### src/rtl/rr_sel_arbiter_if.sv
// Request/data bus between four requesters, the round-robin arbiter and the
// downstream consumer of the pipelined mux output.
interface rr_sel_arbiter_if;
    logic [3:0] req;
    logic [3:0] d;
    logic [1:0] sel;
    logic [3:0] gnt;
    logic       gnt_valid;
    logic       y;
    logic       y_valid;

    modport master (
        output req,
        output d,
        input  sel,
        input  gnt,
        input  gnt_valid,
        input  y,
        input  y_valid
    );

    modport slave (
        input  req,
        input  d,
        output sel,
        output gnt,
        output gnt_valid,
        output y,
        output y_valid
    );
endinterface

### src/rtl/rr_sel_arbiter.sv
// Four-way round-robin arbiter driving a 4:1 mux select, with a registered
// copy of the selected data bit and an optional hold timeout for fairness.
module rr_sel_arbiter #(
    parameter int TIMEOUT = 15,
    parameter int CNT_W   = 4
) (
    input  logic          clk,
    input  logic          rst_n,
    rr_sel_arbiter_if.slave bus
);

    typedef enum logic {
        IDLE,
        GRANT
    } state_t;

    state_t           state;
    logic [1:0]       ptr;
    logic [1:0]       sel_q;
    logic [3:0]       gnt_q;
    logic             gv_q;
    logic             y_q;
    logic             yv_q;
    logic [CNT_W-1:0] cnt;

    logic [1:0] rot_ptr;
    logic [3:0] others;
    logic       released;
    logic       timed_out;
    logic [2:0] idle_pick;
    logic [2:0] grant_pick;

    // Returns {found, index} of the first set bit of r scanning upward from p with wrap.
    function automatic logic [2:0] pick(input logic [3:0] r, input logic [1:0] p);
        logic [1:0] idx;
        pick = 3'b000;
        for (int k = 3; k >= 0; k--) begin
            idx = p + 2'(k);
            if (r[idx]) begin
                pick = {1'b1, idx};
            end
        end
    endfunction

    always_comb begin
        rot_ptr    = sel_q + 2'd1;
        others     = bus.req & ~gnt_q;
        released   = ~bus.req[sel_q];
        timed_out  = (TIMEOUT != 0) && (cnt == CNT_W'(TIMEOUT)) && (others != 4'b0000);
        idle_pick  = pick(bus.req, ptr);
        grant_pick = pick(others, rot_ptr);
    end

    // A release and a timeout both rotate past the current grantee; on release its
    // request bit is already low, so excluding it from the scan changes nothing.
    always_ff @(posedge clk or negedge rst_n) begin
        if (!rst_n) begin
            state <= IDLE;
            ptr   <= 2'd0;
            sel_q <= 2'd0;
            gnt_q <= 4'b0000;
            gv_q  <= 1'b0;
            y_q   <= 1'b0;
            yv_q  <= 1'b0;
            cnt   <= '0;
        end else begin
            y_q  <= gv_q ? bus.d[sel_q] : 1'b0;
            yv_q <= gv_q;
            case (state)
                IDLE: begin
                    if (idle_pick[2]) begin
                        state <= GRANT;
                        sel_q <= idle_pick[1:0];
                        gnt_q <= 4'b0001 << idle_pick[1:0];
                        gv_q  <= 1'b1;
                        cnt   <= CNT_W'(1);
                    end
                end
                GRANT: begin
                    if (released || timed_out) begin
                        ptr <= rot_ptr;
                        if (grant_pick[2]) begin
                            sel_q <= grant_pick[1:0];
                            gnt_q <= 4'b0001 << grant_pick[1:0];
                            gv_q  <= 1'b1;
                            cnt   <= CNT_W'(1);
                        end else begin
                            state <= IDLE;
                            gnt_q <= 4'b0000;
                            gv_q  <= 1'b0;
                            cnt   <= '0;
                        end
                    end else if (cnt != '1) begin
                        cnt <= cnt + 1'b1;
                    end
                end
                default: state <= IDLE;
            endcase
        end
    end

    assign bus.sel       = sel_q;
    assign bus.gnt       = gnt_q;
    assign bus.gnt_valid = gv_q;
    assign bus.y         = y_q;
    assign bus.y_valid   = yv_q;

endmodule

### src/flat_wrapper.sv
// flat-port wrapper written by rule: the top's interface ports become plain ports
module rr_sel_arbiter_flat 
#(
    parameter int TIMEOUT = 15,
    parameter int CNT_W   = 4
)
  (clk, rst_n, bus_req, bus_d, bus_sel, bus_gnt, bus_gnt_valid, bus_y, bus_y_valid);
  rr_sel_arbiter_if bus_i ();
  input  logic clk;
  input  logic rst_n;
  input wire logic [$bits(bus_i.req)-1:0] bus_req;
  input wire logic [$bits(bus_i.d)-1:0] bus_d;
  output wire logic [$bits(bus_i.sel)-1:0] bus_sel;
  output wire logic [$bits(bus_i.gnt)-1:0] bus_gnt;
  output wire logic [$bits(bus_i.gnt_valid)-1:0] bus_gnt_valid;
  output wire logic [$bits(bus_i.y)-1:0] bus_y;
  output wire logic [$bits(bus_i.y_valid)-1:0] bus_y_valid;
  assign bus_i.req = bus_req;
  assign bus_i.d = bus_d;
  assign bus_sel = bus_i.sel;
  assign bus_gnt = bus_i.gnt;
  assign bus_gnt_valid = bus_i.gnt_valid;
  assign bus_y = bus_i.y;
  assign bus_y_valid = bus_i.y_valid;
  rr_sel_arbiter #(.TIMEOUT(TIMEOUT), .CNT_W(CNT_W)) u_core (.clk(clk), .rst_n(rst_n), .bus(bus_i));
endmodule
### config.mk
export PLATFORM = sky130hd
export DESIGN_NAME = rr_sel_arbiter_flat
export DESIGN_NICKNAME = d
export VERILOG_FILES = /design/src/rtl/rr_sel_arbiter_if.sv /design/src/rtl/rr_sel_arbiter.sv /design/src/flat_wrapper.sv
export SDC_FILE = /design/constraint.sdc
export NUM_CORES = 1
export LEC_CHECK = 0
export ABC_AREA = 1
export CORE_AREA = 2 2 53 55
export DETAILED_ROUTE_END_ITERATION = 10
export DIE_AREA = 0 0 55 57
export PLACE_DENSITY = 0.76
export REMOVE_ABC_BUFFERS = 1
export SLEW_MARGIN = 20
export SYNTH_ARGS = -nofsm -noshare
export SYNTH_HDL_FRONTEND = slang
export SYNTH_SLANG_ARGS = --single-unit
### constraint.sdc
create_clock -name clk -period 3.1 [get_ports clk]
set_input_delay 0.775 -clock clk [delete_from_list [all_inputs] [get_ports clk]]
set_output_delay 0.775 -clock clk [all_outputs]
set_load 0.02 [all_outputs]
==> summary.txt, run 1 <==
Fill count: 252
Relative slew slack: 51.6%
DP Worst Slack: 0.595 ns
Maximum clock path buffer count: 2
Layout Skew: 0.00364 ns
Worst Path Max Fanout: 15
Critical path arrival: 1.48 ns
Seq cells post-synth: 16
Setup ws final: 0.842 ns
Worst-skew pair later-pin latency: 0.29 ns
Mux contribution to synthesized area: 0%
Fraction of layout instances using a drive strength above 1: 18.3%
Synth async-reset ratio: 100%
Final slew viol count: 0
Top-count cell post-synth: nand2_1
Area share of fa/ha/maj cells after synthesis: 0.898%
Hold Slack: 0.405 ns
Clock root cell: clkbuf_4
Buf/Inv on CP: 2
Final net count: 252
Cts repair resizes: 0
Cell Chain, Critical Path: buf_4 > clkdlybuf4s50_1
Sw Share: 54.5%
Pin count of the biggest net entering global routing: 17
Core ar.: 2620 um^2
PwrDens: 1180 nW/um^2
Post-Layout Cell Count: 271
Sw power: 1.05 mW
Clock power share: 7.3%
Hold Buf Count CTS: 0
Die X: 55 um
Final setup TNS: 0 ns
Post-CTS Setup Inserts: 0
Static leakage: 0.875 nW
CTS tree: built
Largest family of logic cells by synthesized area: simple AND/OR/NAND/NOR gates
Final period util: 72.9%
Reg power frac: 22.0%
Post-DP HPWL: 2.44 mm
Most instantiated cells after synthesis: nand2_1, inv_1, nor2_1, nand3_1, dfrtp_1
Rows: 19
Initial Utilization: 53.3%
Critical Path Sink Type: output pin
CP required: 2.32 ns
Die area: 3140 um^2
Final core occ: 62.2%
Syn. warnings: 0
DR iter-0 viols: 34
TritonCTS Buffers: 3
First-pass GRT wire length: 5.24 mm
Gr ovfl total: 0
Post-route cell area: 1630 um^2
Tot GR Track Use: 22.6%
Antenna-violating nets left: 0
Vias per cell: 4.99
Total Wirelength: 3.17 mm
Max Freq: 443 MHz
Combinational Power Share: 70.6%
Max stage delay on crit path: 0.64 ns
Setup Crit Path Kind: flop to output pin
Largest delay share family, worst path: buffers and inverters
DRC: 0
Placed instance area: 1590 um^2
Antenna violations before repair: 0
Post-synthesis cell type count: 25
Sequential fraction of the synthesis area: 28.7%
Syn Area/Cell: 6.34 um^2
Setup-failing EPs final: 0
Top-area cell type share of the netlist area: 28.7%
Slew @ Worst Pin: 0.724 ns
Maximum vdd drop: 798 uV
Inst Count DP: 267
Max-cap violation count: 0
Commonest register cell after synthesis: dfrtp_1
Final GP Congestion: 0.834
Compound-cell area share of the yosys netlist: 8.62%
Area leader, netlist: dfrtp_1
Antenna diode count: 0
Clk sink count: 16
Clk slew on worst S/H paths: 0.09 ns
Outcome: finished clean
Hold Path Class: flop to flop
Die H: 57 um
Synth top area cells: dfrtp_1, nand2_1, nand3_1
H-Tree Depth: 1
Pre-antenna DRT Iters: 4
Tot Pwr: 1.92 mW
IO buf count: 18
Cell area after synthesis: 1390 um^2
RSZ-0062 raised after global routing: false
Final hold viol count: 0
Worst setup SP type: flop
Post-synthesis xor/xnor area fraction: 0%
P_int: 0.872 mW
Post-synthesis simple-gate area fraction: 50.9%
Vias: 1353
Wire per inst: 11.7 um
Ports: 19
Synth Instances: 220
Slowest cell on crit path: clkdlybuf4s50_1
Vias in the first global route: 1216
Area growth, synth to finish: 16.7%
EDFF count, synth: 0
Min Clock Period, post-route: 2.26 ns
-- cells in the final DEF (no fill, tap or decap) --
master and instances:
a21oi_1 3, a31oi_1 2, buf_4 1, o21bai_1 1
dfrtp_1 16, inv_1 20, nor2_1 20, inv_2 9
nand3b_1 1, nor3b_2 1, nand3_2 8, o21ai_2 1
and2_1 1, ha_1 1, nand2_1 76, o21ai_0 10
clkdlybuf4s50_1 18, clkbuf_8 1, nor3_1 4, inv_4 2
nand2_2 11, o21ai_1 4, nand3_1 18, nor2_2 3
nand2_4 4, o22ai_1 1, clkbuf_4 3
-- routing by layer --
metal  wire length (um)  part of all wire, %  GRT usage, %  vias up
met4                 30                 0.95          5.23        0
met2               1480                   47          38.1       12
met1               1600                   50          31.1      606
met5                  0                    0             0        -
li1                   -                    -             -      731
met3                 57                  1.8          1.83        4
-- registers in the layout, summed over array words and instances (netlist names) --
register / count
u_core.bus.gnt: 4
u_core.bus.gnt_valid: 1
u_core.bus.sel: 2
u_core.bus.y: 1
u_core.bus.y_valid: 1
u_core.cnt: 4
u_core.ptr: 2
u_core.state: 1
-- worst register-to-register path, stage by stage, from the launching register on --
cell     delay, ns
dfrtp_1       0.37
buf_4         0.19
inv_2         0.18
o21ai_0       0.10
o22ai_1       0.30
nand3_2       0.16
nand2_4       0.12
inv_4         0.07
nand2_4       0.07
inv_2         0.04
nand2_1       0.05
o21ai_1       0.05
-- cells by family (layout without fill, tap and decap cells) --
| family | count (synthesis) | count (layout) |
|---|---|---|
| AND/OR/NAND/NOR | 147 | 147 |
| flip-flops | 16 | 16 |
| buffers and inverters | 34 | 54 |
| adder cells (fa/ha/maj) | 1 | 1 |
| AO/OA/AOI/OAI | 22 | 22 |
-- worst paths after layout --
| check | from | slack [ns] | cells past startpoint | to |
|---|---|---|---|---|
| max | u_core.bus.sel[0] | 0.84 | 2 | bus_sel[0] |
| min | u_core.bus.gnt_valid | 0.41 | 0 | u_core.bus.y_valid |
| max reg2reg | u_core.bus.sel[0] | 1.28 | 11 | u_core.bus.sel[1] |
| min reg2reg | u_core.bus.gnt_valid | 0.41 | 0 | u_core.bus.y_valid |
| max in group asynchronous | rst_n | 1.74 | 1 | u_core.bus.gnt_valid |
| min in group asynchronous | rst_n | 0.91 | 1 | u_core.bus.gnt[1] |
-- power groups by stage --
stage,Sequential [mW],Combinational (mW),Clock [mW]
2_1_floorplan,0.480,0.947,0
3_3_place_gp,0.426,1.34,0
3_5_place_dp,0.426,1.35,0
4_1_cts,0.423,1.36,0.139
5_1_grt,0.439,1.54,0.147
6_report,0.422,1.35,0.140
-- cell type report --
class / count / area, um^2 / share of cell area [%]
clock buffer: 4 / 36.3 / 2.23
inverter: 31 / 121 / 7.46
multi-input combinational: 170 / 842 / 51.8
sequential: 16 / 400 / 24.6
tap: 31 / 38.8 / 2.38
timing repair buffer: 19 / 188 / 11.5
No activity file was read; power rests on OpenSTA's default activity.
==> run 2, diff against run 1 <==
--- a/config.mk
+++ b/config.mk
@@ -6,10 +6,10 @@
 export NUM_CORES = 1
 export LEC_CHECK = 0
 export ABC_AREA = 1
-export CORE_AREA = 2 2 53 55
+export CORE_AREA = 2 2 54 56
 export DETAILED_ROUTE_END_ITERATION = 10
-export DIE_AREA = 0 0 55 57
-export PLACE_DENSITY = 0.76
+export DIE_AREA = 0 0 56 58
+export PLACE_DENSITY = 0.73
 export REMOVE_ABC_BUFFERS = 1
 export SLEW_MARGIN = 20
 export SYNTH_ARGS = -nofsm -noshare
==> constraint.sdc (replaced) <==
create_clock -name clk -period 2.09 [get_ports clk]
set_input_delay 0.5225 -clock clk [delete_from_list [all_inputs] [get_ports clk]]
set_output_delay 0.5225 -clock clk [all_outputs]
set_load 0.02 [all_outputs]
==> run 2 against run 1 <==
  * Final cell count is 4.1% higher
  * Critical path type unchanged
  * Combinational power is 54% higher
  * Non-clock buffer count is 11 higher
  * Routed wire length is 3.8% higher
  * Sequential power is 57% higher
  * Hold slack better by 0.0086 ns
  * Largest power group unchanged
  * Register-to-register slack worse by 0.92 ns
  * Cell area is 5.3% higher
  * First-iteration DRC count grew to 2.5 times the previous value
  * Count of clock-buffer cells in the layout stayed put
  * Critical endpoint is now bus_sel[1]
==> summary.txt, run 2 (same netlist as run 1, synthesis figures left out) <==
Antenna diode count: 0
Final core occ: 64.3%
Rows: 19
Worst Path Max Fanout: 7
Cts repair resizes: 0
TritonCTS Buffers: 3
Clk sink count: 16
Static leakage: 0.934 nW
Clock power share: 7.1%
Final hold viol count: 0
Post-Layout Cell Count: 282
GR Layer Usage met2: 38.3%
Maximum clock path buffer count: 2
Antenna-violating nets left: 0
Worst setup SP type: flop
DR iter-0 viols: 86
Levels on crit path: 1
Clk slew on worst S/H paths: 0.10 ns
Post-CTS Setup Inserts: 0
Most common cell after layout, fill and taps aside: nand2_1
Hold Path Class: flop to flop
Sw Share: 53.8%
Area growth, synth to finish: 22.9%
Sw power: 1.59 mW
Gr busiest metal: met2
Setup-failing EPs final: 0
Buf/Inv on CP: 1
H-Tree Depth: 1
First-pass GRT wire length: 5.73 mm
Max-cap violation count: 0
Total Wirelength: 3.29 mm
Reg2reg path depth: 13
Cell Chain, Critical Path: clkdlybuf4s50_1
RSZ-0062 raised after global routing: false
Min Clock Period, post-route: 1.99 ns
Wire per inst: 11.7 um
Final period util: 95.4%
Slowest cell on crit path: clkdlybuf4s50_1
PwrDens: 1730 nW/um^2
Hold Buf Count CTS: 0
Critical path arrival: 1.47 ns
Core ar.: 2660 um^2
Max Freq: 502 MHz
Maximum vdd drop: 1040 uV
Final setup TNS: 0 ns
Vias: 1417
Final slew viol count: 0
Die area: 3250 um^2
Pin count of the biggest net entering global routing: 17
CTS tree: built
Met1 Resource Use GR: 29.5%
Outcome: finished clean
Vias in the first global route: 1288
GR Util met3: 3.35%
Slew @ Worst Pin: 0.361 ns
Die H: 58 um
Antenna violations before repair: 0
Hold path depth: 0
Gr ovfl total: 0
Vias per cell: 5.02
Ports: 19
Pre-antenna DRT Iters: 4
IO buf count: 18
Initial Utilization: 52.3%
Clock root cell: clkbuf_4
DRC: 0
Fraction of layout instances using a drive strength above 1: 22.3%
Final GP Congestion: 0.963
Worst-skew pair later-pin latency: 0.29 ns
CP required: 1.57 ns
Inst Count DP: 278
Layout Skew: 0.00150 ns
Reg power frac: 22.5%
Combinational Power Share: 70.4%
Most frequent cells in the layout: nand2_1, nor2_1, inv_1
Max stage delay on crit path: 0.66 ns
Critical Path Sink Type: output pin
Setup Crit Path Kind: flop to output pin
Final net count: 263
Relative slew slack: 75.9%
Die X: 56 um
Largest delay share family, worst path: buffers and inverters
P_int: 1.37 mW
Tot GR Track Use: 22.6%
Post-DP HPWL: 2.66 mm
==> run 2: final timing paths <==
check	startpoint	to	slack, ns
setup / recovery	u_core.bus.sel[1]	bus_sel[1]	0.1
hold / removal	u_core.bus.gnt_valid	u_core.bus.y_valid	0.41
setup reg to reg	u_core.ptr[0]	u_core.bus.gnt[2]	0.36
hold reg to reg	u_core.bus.gnt_valid	u_core.bus.y_valid	0.41
max in group asynchronous	rst_n	u_core.bus.sel[0]	1.35
min in group asynchronous	rst_n	u_core.bus.y_valid	0.54
==> run 2: per-stage QoR <==
stage                     setup slack [ns]  power (mW)  hold slack (ns)  cell area, um^2
after floorplan                      0.389        2.12            0.227             1360
after global placement              -0.122        2.72            0.392             1670
after detailed placement            -0.141        2.74            0.391             1670
after CTS                           0.0210        2.96            0.422             1710
after global routing                0.0290        3.27            0.436             1710
final                               0.0968        2.96            0.414             1710
==> run 2: final cells by class <==
type                    count  area, um^2
repair buffers             30         273
clock buffers               4        36.3
inverters                  31         121
well taps                  31        38.8
fillers                   255         950
multi-input cells         170         842
flip-flops and latches     16         402
==> run 2: per-layer routing <==
metal,wire length (um),part of all wire (%)
met5,0,0
met4,69,2.1
met3,129,3.9
met2,1450,44
met1,1640,50
==> run 2: power groups by stage <==
stage / registers [mW] / clock network [mW] / logic (mW)
floorplan: 0.713 / 0 / 1.40
global placement: 0.662 / 0 / 2.06
detailed placement: 0.662 / 0 / 2.08
CTS: 0.659 / 0.216 / 2.09
global route: 0.686 / 0.225 / 2.35
finish: 0.664 / 0.211 / 2.08
==> run 3, diff against run 2 <==
--- a/config.mk
+++ b/config.mk
@@ -10,6 +10,7 @@
 export DETAILED_ROUTE_END_ITERATION = 10
 export DIE_AREA = 0 0 56 58
 export PLACE_DENSITY = 0.73
+export RECOVER_POWER = 50
 export REMOVE_ABC_BUFFERS = 1
 export SLEW_MARGIN = 20
 export SYNTH_ARGS = -nofsm -noshare
==> run 3 against run 2 <==
  * Register-to-register slack lost 0.09 ns
  * Critical path type unchanged
  * Core utilization fell by 0.14 points
  * Clock power about the same
  * Via count did not move
  * Fmax barely moved
  * Cell area fell by 0.22%
  * Count of clock-buffer cells in the layout did not move
  * Final cell count is the same
  * Combinational power hardly changed
  * Largest cell class unchanged
  * Die area unchanged
  * Critical path depth unchanged
==> summary.txt, run 3 (same netlist as run 1, synthesis figures left out) <==
Final net count: 263
Die H: 58 um
Layout Skew: 0.00150 ns
Maximum clock path buffer count: 2
Hold Path Class: flop to flop
Clock root cell: clkbuf_4
Most common cell after layout, fill and taps aside: nand2_1
FF-to-FF setup slack: 0.27 ns
Relative slew slack: 39.7%
Vias: 1417
Cell Chain, Critical Path: clkdlybuf4s50_1
Tot Pwr: 2.95 mW
Final slew viol count: 0
Critical path arrival: 1.47 ns
Final hold viol count: 0
Die X: 56 um
Rows: 19
Slowest cell on crit path: clkdlybuf4s50_1
Worst flop-to-flop path endpoint: u_core.bus.sel[1]
Area growth, synth to finish: 22.6%
Initial Utilization: 52.3%
PwrDens: 1730 nW/um^2
Pre-antenna DRT Iters: 4
Setup-failing EPs final: 0
Hold Path End: u_core.bus.y_valid
RSZ-0062 raised after global routing: false
Final GP Congestion: 0.963
Die area: 3250 um^2
Vias in the first global route: 1288
Most frequent cells in the layout: nand2_1, inv_1, nor2_1
Worst-skew pair later-pin latency: 0.29 ns
RR Startpoint: u_core.bus.sel[0]
Final core occ: 64.2%
Total Wirelength: 3.30 mm
Vias per cell: 5.02
Max-cap violation count: 0
Tot GR Track Use: 22.6%
CTS tree: built
Fraction of layout instances using a drive strength above 1: 21.5%
Outcome: finished clean
Antenna diode count: 0
Core ar.: 2660 um^2
Max Freq: 501 MHz
Buf/Inv on CP: 1
Clk sink count: 16
Gr ovfl total: 0
H-Tree Depth: 1
Final setup TNS: 0 ns
Post-DP HPWL: 2.66 mm
Static leakage: 0.931 nW
Final period util: 95.4%
Hold Buf Count CTS: 0
Hold path depth: 0
Min-Delay Startpoint: u_core.bus.gnt_valid
Reg2reg path depth: 10
Ports: 19
Antenna violations before repair: 0
DR iter-0 viols: 86
Pin count of the biggest net entering global routing: 17
Critical Path Sink Type: output pin
Max stage delay on crit path: 0.66 ns
Antenna-violating nets left: 0
Slew @ Worst Pin: 0.905 ns
Setup Crit Path Kind: flop to output pin
First-pass GRT wire length: 5.73 mm
Maximum vdd drop: 1040 uV
Worst setup SP type: flop
Placed instance area: 1670 um^2
Worst Path Max Fanout: 7
IO buf count: 18
Clk slew on worst S/H paths: 0.10 ns
Wire per inst: 11.7 um
CP required: 1.57 ns
Min Clock Period, post-route: 1.99 ns
TritonCTS Buffers: 3
Largest delay share family, worst path: buffers and inverters
Post-route cell area: 1710 um^2
DRC: 0
run 3: layer usage:
layer | global-route usage [%] | vias up | part of all wire, %
li1 | - | 758 | -
met1 | 29.5 | 624 | 50
met2 | 38.3 | 28 | 44
met3 | 3.35 | 7 | 3.9
met4 | 8.50 | 0 | 2.1
met5 | 0 | - | 0
run 3: how the worst max path moves through the flow:
stage / start / endpoint / slack (ns) / cells after the start
2_1_floorplan: u_core.bus.sel[0] / u_core.bus.sel[0] / 0.39 / 13
3_3_place_gp: bus_req[3] / u_core.bus.gnt[2] / -0.12 / 12
3_5_place_dp: bus_req[3] / u_core.bus.gnt[2] / -0.14 / 12
4_1_cts: u_core.bus.sel[0] / bus_sel[0] / 0.02 / 1
5_1_grt: bus_req[3] / u_core.bus.gnt[2] / 0.03 / 12
6_report: u_core.bus.sel[1] / bus_sel[1] / 0.1 / 1
run 3: through the flow:
stage                     instances  setup slack [ns]  hold slack (ns)
after global placement          278            -0.122            0.392
after detailed placement        278            -0.141            0.391
after CTS                       282            0.0210            0.422
after global routing            282            0.0290            0.436
final                           282            0.0959            0.414
after floorplan                 217             0.389            0.227
run 3: area by class of cell:
cell class	instances	area, um^2
Inverter	31	121
Clock buffer	4	36.3
Tap cell	31	38.8
Multi-Input combinational cell	170	842
Fill cell	254	953
Timing Repair Buffer	30	269
Sequential cell	16	402
run 3: what timing repair did:
item / CTS / global route
setup buffers: 0 / 0
gates resized for setup: 0 / 2
setup endpoints to repair: 0 / 2
run 3: where the power goes:
part | switching, mW | leakage [nW] | internal, mW
Combinational | 1.28 | 0.716 | 0.799
Clock | 0.105 | 0.0210 | 0.106
Sequential | 0.208 | 0.194 | 0.455
Total | 1.59 | 0.931 | 1.36
